[src/rtl/avalon_st_pkg.sv]
// Shared types and default widths for the Avalon-ST packet source and any
// matching stream sink/checker.
package avalon_st_pkg;

  localparam int unsigned DEFAULT_DATA_WIDTH  = 8;
  localparam int unsigned DEFAULT_LEN_WIDTH   = 8;
  localparam int unsigned DEFAULT_GAP_WIDTH   = 4;
  localparam int unsigned DEFAULT_COUNT_WIDTH = 16;

  typedef enum logic [1:0] {
    IDLE   = 2'd0,
    SEND   = 2'd1,
    GAP    = 2'd2,
    FINISH = 2'd3
  } state_t;

endpackage

[src/rtl/avalon_st_gap_timer.sv]
// Loadable down-counter timing the idle gap between beats.
// expired is high on the last gap cycle (count of 1, or a zero load).
module avalon_st_gap_timer #(
  parameter int unsigned WIDTH = 4
) (
  input  logic             clk,
  input  logic             reset,
  input  logic             load,
  input  logic             count,
  input  logic [WIDTH-1:0] load_value,
  output logic             expired
);

  logic [WIDTH-1:0] cnt;

  always_ff @(posedge clk or negedge reset) begin
    if (!reset) begin
      cnt <= '0;
    end else if (load) begin
      cnt <= load_value;
    end else if (count && (cnt != '0)) begin
      cnt <= cnt - WIDTH'(1);
    end
  end

  assign expired = (cnt == '0) || (cnt == WIDTH'(1));

endmodule

[src/rtl/avalon_st_packet_source.sv]
// Avalon-ST packet source: emits framed packets of incrementing data on
// command, honours readyLatency-0 backpressure, optional inter-beat gaps.
module avalon_st_packet_source
  import avalon_st_pkg::*;
#(
  parameter int unsigned DATA_WIDTH  = DEFAULT_DATA_WIDTH,
  parameter int unsigned LEN_WIDTH   = DEFAULT_LEN_WIDTH,
  parameter int unsigned GAP_WIDTH   = DEFAULT_GAP_WIDTH,
  parameter int unsigned COUNT_WIDTH = DEFAULT_COUNT_WIDTH
) (
  input  logic                   clk,
  input  logic                   reset,
  input  logic                   start,
  input  logic [LEN_WIDTH-1:0]   pkt_len,
  input  logic [DATA_WIDTH-1:0]  first_data,
  input  logic [GAP_WIDTH-1:0]   gap_cycles,
  output logic                   aso_valid,
  output logic [DATA_WIDTH-1:0]  aso_data,
  output logic                   aso_startofpacket,
  output logic                   aso_endofpacket,
  input  logic                   aso_ready,
  output logic                   busy,
  output logic                   done,
  output logic [COUNT_WIDTH-1:0] pkt_count
);

  state_t state, next_state;

  logic [LEN_WIDTH-1:0]  len_q;
  logic [LEN_WIDTH-1:0]  idx_q;
  logic [GAP_WIDTH-1:0]  gap_q;
  logic [DATA_WIDTH-1:0] data_q;

  logic fire;
  logic last_beat;
  logic gap_expired;
  logic gap_load;
  logic advance;

  assign fire      = (state == SEND) && aso_ready;
  assign last_beat = (idx_q == (len_q - LEN_WIDTH'(1)));
  assign gap_load  = fire && !last_beat && (gap_q != '0);
  // Beat data/index advance only when the next beat is actually presented,
  // so aso_data keeps the previous beat throughout a gap.
  assign advance   = (fire && !last_beat && (gap_q == '0)) ||
                     ((state == GAP) && gap_expired);

  avalon_st_gap_timer #(
    .WIDTH(GAP_WIDTH)
  ) u_gap_timer (
    .clk       (clk),
    .reset     (reset),
    .load      (gap_load),
    .count     (state == GAP),
    .load_value(gap_q),
    .expired   (gap_expired)
  );

  always_ff @(posedge clk or negedge reset) begin
    if (!reset) begin
      state <= IDLE;
    end else begin
      state <= next_state;
    end
  end

  always_comb begin
    next_state = state;
    unique case (state)
      IDLE: begin
        if (start) begin
          next_state = (pkt_len == '0) ? FINISH : SEND;
        end
      end
      SEND: begin
        if (aso_ready) begin
          if (last_beat) begin
            next_state = FINISH;
          end else if (gap_q != '0) begin
            next_state = GAP;
          end
        end
      end
      GAP: begin
        if (gap_expired) begin
          next_state = SEND;
        end
      end
      FINISH: next_state = IDLE;
      default: next_state = IDLE;
    endcase
  end

  always_comb begin
    aso_valid         = (state == SEND);
    aso_startofpacket = (state == SEND) && (idx_q == '0);
    aso_endofpacket   = (state == SEND) && last_beat;
    busy              = (state != IDLE);
    done              = (state == FINISH);
  end

  assign aso_data = data_q;

  always_ff @(posedge clk or negedge reset) begin
    if (!reset) begin
      len_q  <= '0;
      idx_q  <= '0;
      gap_q  <= '0;
      data_q <= '0;
    end else if ((state == IDLE) && start) begin
      len_q <= pkt_len;
      gap_q <= gap_cycles;
      idx_q <= '0;
      // A zero-length packet presents nothing, so the last data stays put.
      if (pkt_len != '0) begin
        data_q <= first_data;
      end
    end else if (advance) begin
      idx_q  <= idx_q + LEN_WIDTH'(1);
      data_q <= data_q + DATA_WIDTH'(1);
    end
  end

  always_ff @(posedge clk or negedge reset) begin
    if (!reset) begin
      pkt_count <= '0;
    end else if (state == FINISH) begin
      pkt_count <= pkt_count + COUNT_WIDTH'(1);
    end
  end

endmodule

[config.mk]
export PLATFORM = sky130hd
export DESIGN_NAME = avalon_st_packet_source
export DESIGN_NICKNAME = d
export VERILOG_FILES = /design/src/rtl/avalon_st_pkg.sv /design/src/rtl/avalon_st_gap_timer.sv /design/src/rtl/avalon_st_packet_source.sv
export SDC_FILE = /design/constraint.sdc
export NUM_CORES = 1
export LEC_CHECK = 0
export BUFFER_PORTS_ARGS = -buffer_cell sky130_fd_sc_hd__buf_4
export CELL_PAD_IN_SITES_DETAIL_PLACEMENT = 1
export CELL_PAD_IN_SITES_GLOBAL_PLACEMENT = 1
export CORE_MARGIN = 2
export CORE_UTILIZATION = 35
export CTS_CLUSTER_DIAMETER = 60
export CTS_CLUSTER_SIZE = 20
export DETAILED_ROUTE_END_ITERATION = 7
export PLACE_DENSITY_LB_ADDON = 0.08
export REMOVE_ABC_BUFFERS = 1
export SLEW_MARGIN = 15
export SYNTH_ARGS = -nofsm -noshare
export SYNTH_HDL_FRONTEND = slang
export SYNTH_SLANG_ARGS = --single-unit
[constraint.sdc]
create_clock -name clk -period 2.35 [get_ports clk]
set_input_delay 0.47 -clock clk [delete_from_list [all_inputs] [get_ports clk]]
set_output_delay 0.47 -clock clk [all_outputs]
set_load 0.02 [all_outputs]
==> results by group, run 1 <==
Power
  – Sw Pwr: 1.91 mW
  – Switch share: ~42%
  – Internal Power: 2.59 mW
  – Combinational power share: between 50% and 60%
  – Worst vdd ir: 519 uV
  – Leak: 1.83 nW
  – Final total power: 4.50 mW
  – Sequential share of power: between 30% and 40%
  – Clk pwr share: 13.7%
  – Power per cell area: around 1200 nW/um^2

Floorplan
  – Die width: ~94 microns
  – Die Span Y: around 94 microns
  – Die ar.: about 8800 sq um
  – Core Area: just under 8000 sq um
  – FP Rows: 32
  – Starting density of the core: a little over a third
  – Ports: 53

Clock network
  – CTS H-tree lvls: 2
  – Clock sink count: 50
  – Hold-fix buffers, CTS: 0
  – Root Buffer: clkbuf_8
  – CTS buffer count: 5
  – Clock Tree Buf Depth: 2
  – Worst-skew pair later-pin latency: between 0.3 and 0.4 ns
  – CTS tree: built
  – CTS clock-pin slew for the worst setup and hold paths: about 0.1 ns

STA
  – Actual slew at the worst max-slew pin: 0.651 ns
  – Fmax: between 0.3 and 0.4 GHz
  – Unrepaired setup endpoints after global routing: true
  – Fin. max-slew vios: 0
  – Fin crit share: 121%
  – Skew final: between 0.01 and 0.015 ns
  – Final worst slack: -0.499 ns
  – Tmin final: approximately 2.8 ns
  – Setup-failing EPs final: 20
  – Final hold slack: between 0.15 and 0.2 ns
  – Rel. slew slack: 56.6%
  – Total Neg Setup Slack: -6.16 ns
  – Final Hold Fails: 0

Yosys
  – Synth warnings: 0
  – Post-Synthesis Cells: 306
  – Synth Register Bits: 50
  – Number of synthesized flops with an enable pin: 0
  – Most common cell in the synthesized netlist: nand2_1
  – Top-area cell type share of the netlist area: between 40% and 50%
  – Cell taking the most area after synthesis: dfrtp_1
  – Library cells used by synthesis: 52
  – Synth cell count leaders: nand2_1 (62), dfrtp_1 (50), xnor2_1 (23), nor2_1 (19), nand3_1 (13)
  – Most area-consuming cells after synthesis: dfrtp_1 (44%), nand2_1 (8.2%), xnor2_1 (7.1%)
  – Asr flop ratio synth: 100%
  – Sequential element share of the synthesized area: between 40 and 50%
  – Top_reg_cell synth: dfrtp_1
  – Cell area after synthesis: 2840 sq um
  – Mapped Avg Cell Area: 9.28 sq um

Setup path
  – Critical-path maximum fanout: 3
  – Worst-path cell chain: or4_4, or4b_4, a21oi_4, and3_4, and2_4, buf_6
  – Critical Path End Type: primary output
  – CP peak stage delay: about 0.56 ns
  – Crit path from: len_q[1]
  – Setup CP Type: reg -> out
  – WP data arrival: about 2.4 ns
  – Crit start category: flop
  – Max stage delay cell, worst path: or4_4
  – WP data required: about 1.9 ns
  – FF-to-FF Start: len_q[1]

Drt
  – Post-route DRC: 0
  – Via count: around 2600
  – Detail-routed via count per cell: about 5.3
  – DRT Wirelength: around 8000 microns
  – Detail Route Antenna Nets: 0
  – Iter 0 DRT Violations: slightly below 70
  – Initial DRT Pass Iterations: 4
  – DR WL/cell: around 17 microns

Cells and area
  – Layout Utilization: between 40% and 50%
  – Design Area, Final: around 4000 sq um
  – Post-route non-filler standard cell count: 490
  – Nets@finish: 418
  – ANT cells: 0
  – Layout cells sized above 1: around a third
  – Area Growth Syn to Fin: 37.2%

Global route
  – Initial antenna violation count: 0
  – Grt total ovfl: 0
  – First-pass GRT wire length: approximately 14000 microns
  – Gr usage total: approximately a fifth
  – Vias in the first global route: between 2000 and 3000
  – Largest net degree at the start of global routing: 51

Placement
  – Placed Cells: 473
  – Port Buffers: 52
  – DP Wirelength: 5870 microns
  – Setup WS pre-CTS: -0.219 ns
  – GPL Wtd Cong: between 0.8 and 0.9
  – Area after DPL: roughly 3500 sq um

Run status
  – Failing checks: setup timing
  – Status: finished, violations left

Run
  – Max-cap violations: 0

Hold path
  – Worst hold path type: in -> async
==> critical path: cells and delay by family (launching register included) <==
| family | cells | cell delay, ns |
|---|---|---|
| simple gates | 4 | 1.41 |
| flops | 1 | 0.39 |
| compound gates | 1 | 0.15 |
| buf+inv | 1 | 0.11 |
==> cell families (layout without fill, tap and decap cells) <==
logic type / after synthesis / in the layout / synth area share [%]
adders and majority gates: 7 / 7 / 3.08
muxes: 6 / 6 / 2.25
AOI/OAI and AO/OA: 54 / 54 / 14.6
xor gates and xnor gates: 27 / 27 / 8.81
DFF: 50 / 50 / 44.1
and+or+nand+nor: 140 / 140 / 24.0
buffers and inverters: 22 / 104 / 3.17
==> power groups by stage <==
| stage | Clock (mW) | Combinational (mW) | Sequential, mW |
|---|---|---|---|
| detailed placement | 0 | 2.11 | 1.46 |
| CTS | 0.626 | 2.28 | 1.45 |
| finish | 0.615 | 2.42 | 1.46 |
| floorplan | 0 | 1.18 | 1.49 |
| global placement | 0 | 2.06 | 1.44 |
| global route | 0.663 | 2.67 | 1.51 |
==> final timing paths <==
| check | to | slack, ns | cells past startpoint |
|---|---|---|---|
| max | aso_endofpacket | -0.50 | 6 |
| min | len_q[3] | 0.17 | 1 |
| max reg2reg | aso_data[4] | -0.41 | 11 |
| min reg2reg | pkt_count[15] | 0.48 | 1 |
| max in group asynchronous | idx_q[7] | 1.73 | 1 |
| min in group clk | len_q[6] | 0.35 | 3 |
==> placed cells by master, fill, tap and decap left out, drive strengths merged, types with 4 or more instances in the layout <==
cell type,count
nor3,7
and2,5
o22ai,4
dfrtp,50
and3,8
a31oi,4
o21ai,12
nand3,14
nand4,5
nor2,19
buf,85
or4,5
nand2,62
ha,7
inv,11
a21oi,5
xnor2,23
a211oi,4
clkbuf,7
==> area by class of cell <==
type	count	area, sq um
clock inverters	1	30.0
well taps	102	128
repair buffers	85	676
clock buffers	7	76.3
multi-input cells	234	1690
fillers	932	3910
inverters	11	41.3
flip-flops and latches	50	1250
==> state kept, by name, indices dropped and copies added, names as in the netlist <==
| name | count |
|---|---|
| aso_data | 8 |
| gap_q | 4 |
| idx_q | 8 |
| len_q | 8 |
| pkt_count | 16 |
| state | 2 |
| u_gap_timer.cnt | 4 |
==> what timing repair did <==
action / CTS / global route
pin swaps: 13 / 11
endpoints found under the hold margin: 0 / 0
cloned: 0 / 0
setup endpoints to repair: 21 / 23
buffers inserted: 2 / 8
resized for setup: 22 / 24
==> routing by layer <==
layer / global-route usage [%] / up-vias / share of wire [%]
li1: - / 1244 / -
met1: 25.7 / 1309 / 46
met2: 33.9 / 35 / 50
met3: 3.69 / 8 / 2.5
met4: 4.23 / 0 / 1.2
met5: 0 / - / 0
Power figures use the tool's default switching activity.
==> run 2, diff against run 1 <==
--- a/config.mk
+++ b/config.mk
@@ -5,7 +5,7 @@
 export SDC_FILE = /design/constraint.sdc
 export NUM_CORES = 1
 export LEC_CHECK = 0
-export BUFFER_PORTS_ARGS = -buffer_cell sky130_fd_sc_hd__buf_4
+export BUFFER_PORTS_ARGS = -buffer_cell sky130_fd_sc_hd__buf_2
 export CELL_PAD_IN_SITES_DETAIL_PLACEMENT = 1
 export CELL_PAD_IN_SITES_GLOBAL_PLACEMENT = 1
 export CORE_MARGIN = 2
==> results by group, run 2 (synthesis gave the netlist of run 1 again) <==
Setup path
  – Critical Path End Type: primary output
  – Crit start category: flop
  – CP peak stage delay: 0.55 ns
  – Critical-path maximum fanout: 3
  – Max stage delay cell, worst path: or4_4
  – Setup CP Type: reg -> out
  – WP buf/inv: 1
  – WP data required: 1.88 ns
  – Crit path max-delay family: simple AND/OR/NAND/NOR gates
  – Worst-path cell chain: or4_4, or3_4, a211oi_4, and3_4, and2_4, buf_6
  – WP data arrival: ~2.4 ns

Power
  – Worst vdd ir: between 400 and 500 uV
  – Final total power: 4.36 mW
  – Power per cell area: approximately 1200 nW/um^2
  – Leak: 1.80 nW

Clock network
  – CTS H-tree lvls: 2
  – CTS buffer count: 5
  – CTS clock-pin slew for the worst setup and hold paths: approximately 0.090 ns
  – Hold-fix buffers, CTS: 0
  – CTS tree: built
  – Clock Tree Buf Depth: 2
  – Clock sink count: 50
  – Worst-skew pair later-pin latency: about 0.3 ns
  – Root Buffer: clkbuf_8

STA
  – Fin. max-slew vios: 0
  – Tmin final: around 2.8 ns
  – Final Hold Fails: 0
  – Fin crit share: 120%
  – Final worst slack: -0.466 ns
  – Actual slew at the worst max-slew pin: 0.607 ns
  – Skew final: 0.00666 ns
  – Setup-failing EPs final: 21
  – Rel. slew slack: about three fifths
  – Unrepaired setup endpoints after global routing: true
  – Fmax: approximately 0.36 GHz

Global route
  – Most used routing layer: met2
  – Met1 Use GR: 26.2%
  – First-pass GRT wire length: about 13000 microns
  – Met2 Track Usage GR: a little under a third
  – Grt total ovfl: 0
  – Vias in the first global route: 2665
  – Initial antenna violation count: 0
  – Met3 Resource Use GR: around 2.7%
  – Largest net degree at the start of global routing: 28
  – Gr usage total: between 10% and 20%

Cells and area
  – Layout Utilization: about half
  – Fill cells: around 930
  – Area Growth Syn to Fin: 32.9%
  – Commonest non-fill, non-tap cell in the layout: nand2_1
  – ANT cells: 0
  – Biggest register: pkt_count
  – Layout cells sized above 1: between 30% and 40%
  – Most frequent cells in the layout: nand2_1 (61), buf_2 (50), dfrtp_1 (49)
  – Max reg flops: 16
  – Nets@finish: between 400 and 500

Run status
  – Failing checks: setup timing
  – Status: finished, violations left

Placement
  – Port Buffers: between 50 and 60
  – DP Wirelength: 5880 microns
  – GPL Wtd Cong: 0.797

Drt
  – DRT Wirelength: 7860 microns
  – Via count: ~2600
  – Post-route DRC: 0
  – DR WL/cell: between 15 and 20 microns
  – Iter 0 DRT Violations: between 40 and 50
  – Initial DRT Pass Iterations: 4
  – Detail Route Antenna Nets: 0
  – Detail-routed via count per cell: between 5 and 6

Floorplan
  – Die width: about 94 microns
  – Ports: 53
  – Die ar.: approximately 9000 sq um
  – Die Span Y: about 94 microns
  – Starting density of the core: 36.4%
  – Core Area: 7810 sq um
  – FP Rows: 32

Run
  – Max-cap violations: 0

Hold path
  – Worst hold path type: in -> async
[run 2: cell types whose count changed in the layout (fill, tap and decap cells not counted), moves of 2 or more]
cell      delta
a211oi_2     -2
buf_12       +3
buf_2       +50
buf_4       -50
buf_6        -4
mux2_2       -2
mux2_4       +2
[run 2: layout make-up]
type / instances / area, sq um / area share (%)
Multi-Input combinational cell: 234 / 1680 / 44.5
Sequential cell: 50 / 1250 / 33.2
Timing Repair Buffer: 85 / 581 / 15.4
Tap cell: 102 / 128 / 3.38
Clock buffer: 7 / 86.3 / 2.29
Inverter: 11 / 41.3 / 1.09
Clock inverter: 1 / 5.00 / 0.133
[run 2: final timing paths]
| path | startpoint | endpoint | slack, ns | cells past startpoint |
|---|---|---|---|---|
| setup / recovery | len_q[0] | aso_endofpacket | -0.47 | 6 |
| hold / removal | reset | len_q[5] | 0.17 | 1 |
| setup reg to reg | len_q[0] | idx_q[3] | -0.46 | 11 |
| max in group asynchronous | reset | idx_q[0] | 1.61 | 2 |
| hold reg to reg | pkt_count[15] | pkt_count[15] | 0.47 | 1 |
| min in group clk | gap_cycles[0] | gap_q[0] | 0.35 | 3 |
[run 2: report_power, final]
part / switching (mW) / internal (mW) / leakage [nW]
Combinational: 1.27 / 1.13 / 1.12
Clock: 0.278 / 0.238 / 0.0482
Sequential: 0.323 / 1.12 / 0.633
[run 2: repair_timing]
action,CTS,global route
pin swaps,15,7
cloned,1,0
endpoints found under the setup margin,21,24
resized for setup,32,17
setup buffers,6,3
[run 2: stage by stage]
stage	instance area, sq um	TNS (ns)	cells	setup WS (ns)	hold WS (ns)
2_1_floorplan	2790	-1.40	295	-0.312	0.174
3_3_place_gp	3400	-2.41	475	-0.212	0.454
3_5_place_dp	3400	-3.25	475	-0.239	0.462
4_1_cts	3670	-6.26	487	-0.466	0.188
5_1_grt	3770	-9.42	490	-0.558	0.205
6_report	3770	-7.35	490	-0.466	0.172
[run 2: per-layer routing]
| layer | share of wire, % | vias to the layer above |
|---|---|---|
| li1 | - | 1246 |
| met3 | 2.3 | 6 |
| met5 | 0 | - |
| met4 | 0.89 | 0 |
| met2 | 49 | 37 |
| met1 | 47 | 1285 |
==> run 3, diff against run 2 <==
--- a/config.mk
+++ b/config.mk
@@ -13,7 +13,7 @@
 export CTS_CLUSTER_DIAMETER = 60
 export CTS_CLUSTER_SIZE = 20
 export DETAILED_ROUTE_END_ITERATION = 7
-export PLACE_DENSITY_LB_ADDON = 0.08
+export PLACE_DENSITY_LB_ADDON = 0.1
 export REMOVE_ABC_BUFFERS = 1
 export SLEW_MARGIN = 15
 export SYNTH_ARGS = -nofsm -noshare
==> results by group, run 3 (synthesis gave the netlist of run 1 again) <==
Placement
  – Placed Cells: between 400 and 500
  – Port Buffers: 52
  – Area after DPL: 3400 sq um
  – GPL Wtd Cong: slightly above 0.8
  – DP Wirelength: approximately 6000 microns
  – Setup WS pre-CTS: -0.283 ns

Setup path
  – Max stage delay cell, worst path: or4_4
  – WP buf/inv: 1
  – Setup CP Type: reg -> out
  – Crit path max-delay family: simple AND/OR/NAND/NOR gates
  – WP data arrival: roughly 2.4 ns
  – Crit start category: flop
  – CP peak stage delay: between 0.5 and 0.6 ns
  – Worst-path cell chain: or4_4, or4b_4, a21oi_4, and3_4, and2_4, buf_6
  – Critical-path maximum fanout: 3
  – WP data required: between 1.5 and 2 ns
  – Critical Path End Type: primary output

Power
  – Clk pwr share: 12.4%
  – Worst vdd ir: between 400 and 500 uV
  – Sw Pwr: between 1.5 and 2 mW
  – Sequential share of power: ~34%
  – Combinational power share: a little over half
  – Power per cell area: 1130 nW/um^2
  – Leak: 1.78 nW
  – Switch share: 44.7%
  – Internal Power: 2.34 mW

Clock network
  – Worst-skew pair later-pin latency: 0.31 ns
  – CTS clock-pin slew for the worst setup and hold paths: roughly 0.10 ns
  – Clock Tree Buf Depth: 2
  – CTS tree: built
  – Clock sink count: 50
  – Root Buffer: clkbuf_8
  – CTS H-tree lvls: 2
  – CTS buffer count: 5

Cells and area
  – Max reg flops: 16
  – Most frequent cells in the layout: nand2_1 (62), buf_2 (51), dfrtp_1 (50)
  – Post-route non-filler standard cell count: slightly below 500
  – Commonest non-fill, non-tap cell in the layout: nand2_1
  – Biggest register: pkt_count
  – ANT cells: 0
  – Area Growth Syn to Fin: 31.8%
  – Design Area, Final: around 3700 sq um
  – Nets@finish: between 400 and 500
  – Layout cells sized above 1: 32.6%

Drt
  – Post-route DRC: 0
  – DRT Wirelength: roughly 8000 microns
  – Iter 0 DRT Violations: around 90
  – Initial DRT Pass Iterations: 4
  – Detail-routed via count per cell: between 5 and 6
  – DR WL/cell: roughly 16 microns
  – Via count: 2576
  – Detail Route Antenna Nets: 0

STA
  – Final Hold Fails: 0
  – Total Neg Setup Slack: -2.56 ns
  – Tmin final: roughly 2.9 ns
  – Rel. slew slack: between 50 and 60%
  – Final worst slack: -0.506 ns
  – Skew final: 0.00674 ns
  – Fin. max-slew vios: 0
  – Actual slew at the worst max-slew pin: between 0.6 and 0.7 ns
  – Setup-failing EPs final: 20
  – Fin crit share: 122%
  – Unrepaired setup endpoints after global routing: true
  – Final hold slack: between 0.15 and 0.2 ns
  – Fmax: 0.350 GHz

Global route
  – First-pass GRT wire length: between 10000 and 15000 microns
  – Initial antenna violation count: 0
  – Vias in the first global route: between 2000 and 3000
  – Grt total ovfl: 0
  – Largest net degree at the start of global routing: 28
  – Gr usage total: a little under a fifth

Hold path
  – Worst hold path type: in -> async

Floorplan
  – Die Span Y: 94.1 microns
  – Die ar.: just under 9000 sq um
  – Die width: about 94 microns
  – FP Rows: 32
  – Starting density of the core: 36.4%
  – Ports: 53
  – Core Area: a little under 8000 sq um

Run status
  – Failing checks: setup timing
  – Status: finished, violations left

Run
  – Max-cap violations: 0
[run 3: cell types whose count changed in the layout (fill, tap and decap cells not counted), sizes merged]
cell	delta
clkbuf	-2
clkinv	+1
a31oi	+1
clkinvlp	+1
[run 3: what timing repair did]
item | in CTS | in global routing
pin swaps | 14 | 8
buffers inserted | 8 | 5
resized for setup | 33 | 8
gates cloned | 1 | 0
hold buffers | 0 | 0
setup endpoints to repair | 21 | 22
[run 3: power groups by stage]
stage               logic, mW  clock network [mW]  registers (mW)
finish                   2.28               0.524            1.43
global route             2.51               0.587            1.49
CTS                      2.36               0.549            1.43
detailed placement       2.03                   0            1.43
global placement         1.97                   0            1.43
floorplan                1.18                   0            1.49
[run 3: worst paths after layout]
check / from / end / slack [ns] / cells past startpoint
setup / recovery: len_q[2] / aso_endofpacket / -0.51 / 6
max in group asynchronous: reset / pkt_count[0] / 1.61 / 2
setup reg to reg: len_q[2] / idx_q[4] / -0.20 / 8
hold reg to reg: pkt_count[15] / pkt_count[15] / 0.48 / 1
min in group clk: gap_cycles[2] / gap_q[2] / 0.34 / 3
hold / removal: reset / len_q[3] / 0.17 / 1
[run 3: area by class of cell]
| type | count | area [sq um] |
|---|---|---|
| Clock buffer | 5 | 68.8 |
| Clock inverter | 3 | 21.3 |
| Fill cell | 919 | 4070 |
| Inverter | 11 | 41.3 |
| Multi-Input combinational cell | 235 | 1670 |
| Sequential cell | 50 | 1250 |
| Tap cell | 102 | 128 |
| Timing Repair Buffer | 85 | 558 |
[run 3: layer usage]
metal	wire length, microns	share of wire (%)	track usage, %	vias up
met5	0	0	0	-
met4	84	1.1	4.71	0
met3	197	2.5	2.97	5
met2	3890	49	32.1	30
met1	3800	48	25.8	1292
li1	-	-	-	1249
[run 3: worst reg2reg max path: stages (launching register included)]
cell,delay [ns]
dfrtp_1,0.39
or4_4,0.57
or4b_4,0.52
a21oi_4,0.14
buf_4,0.18
a31oi_4,0.14
buf_12,0.15
o2111ai_2,0.18
mux2i_1,0.21
[run 3: through the flow]
stage	utilization, %	power (mW)
floorplan	-	2.67
global placement	43.6	3.40
detailed placement	43.6	3.47
CTS	47.7	4.34
global route	47.9	4.58
finish	47.9	4.23
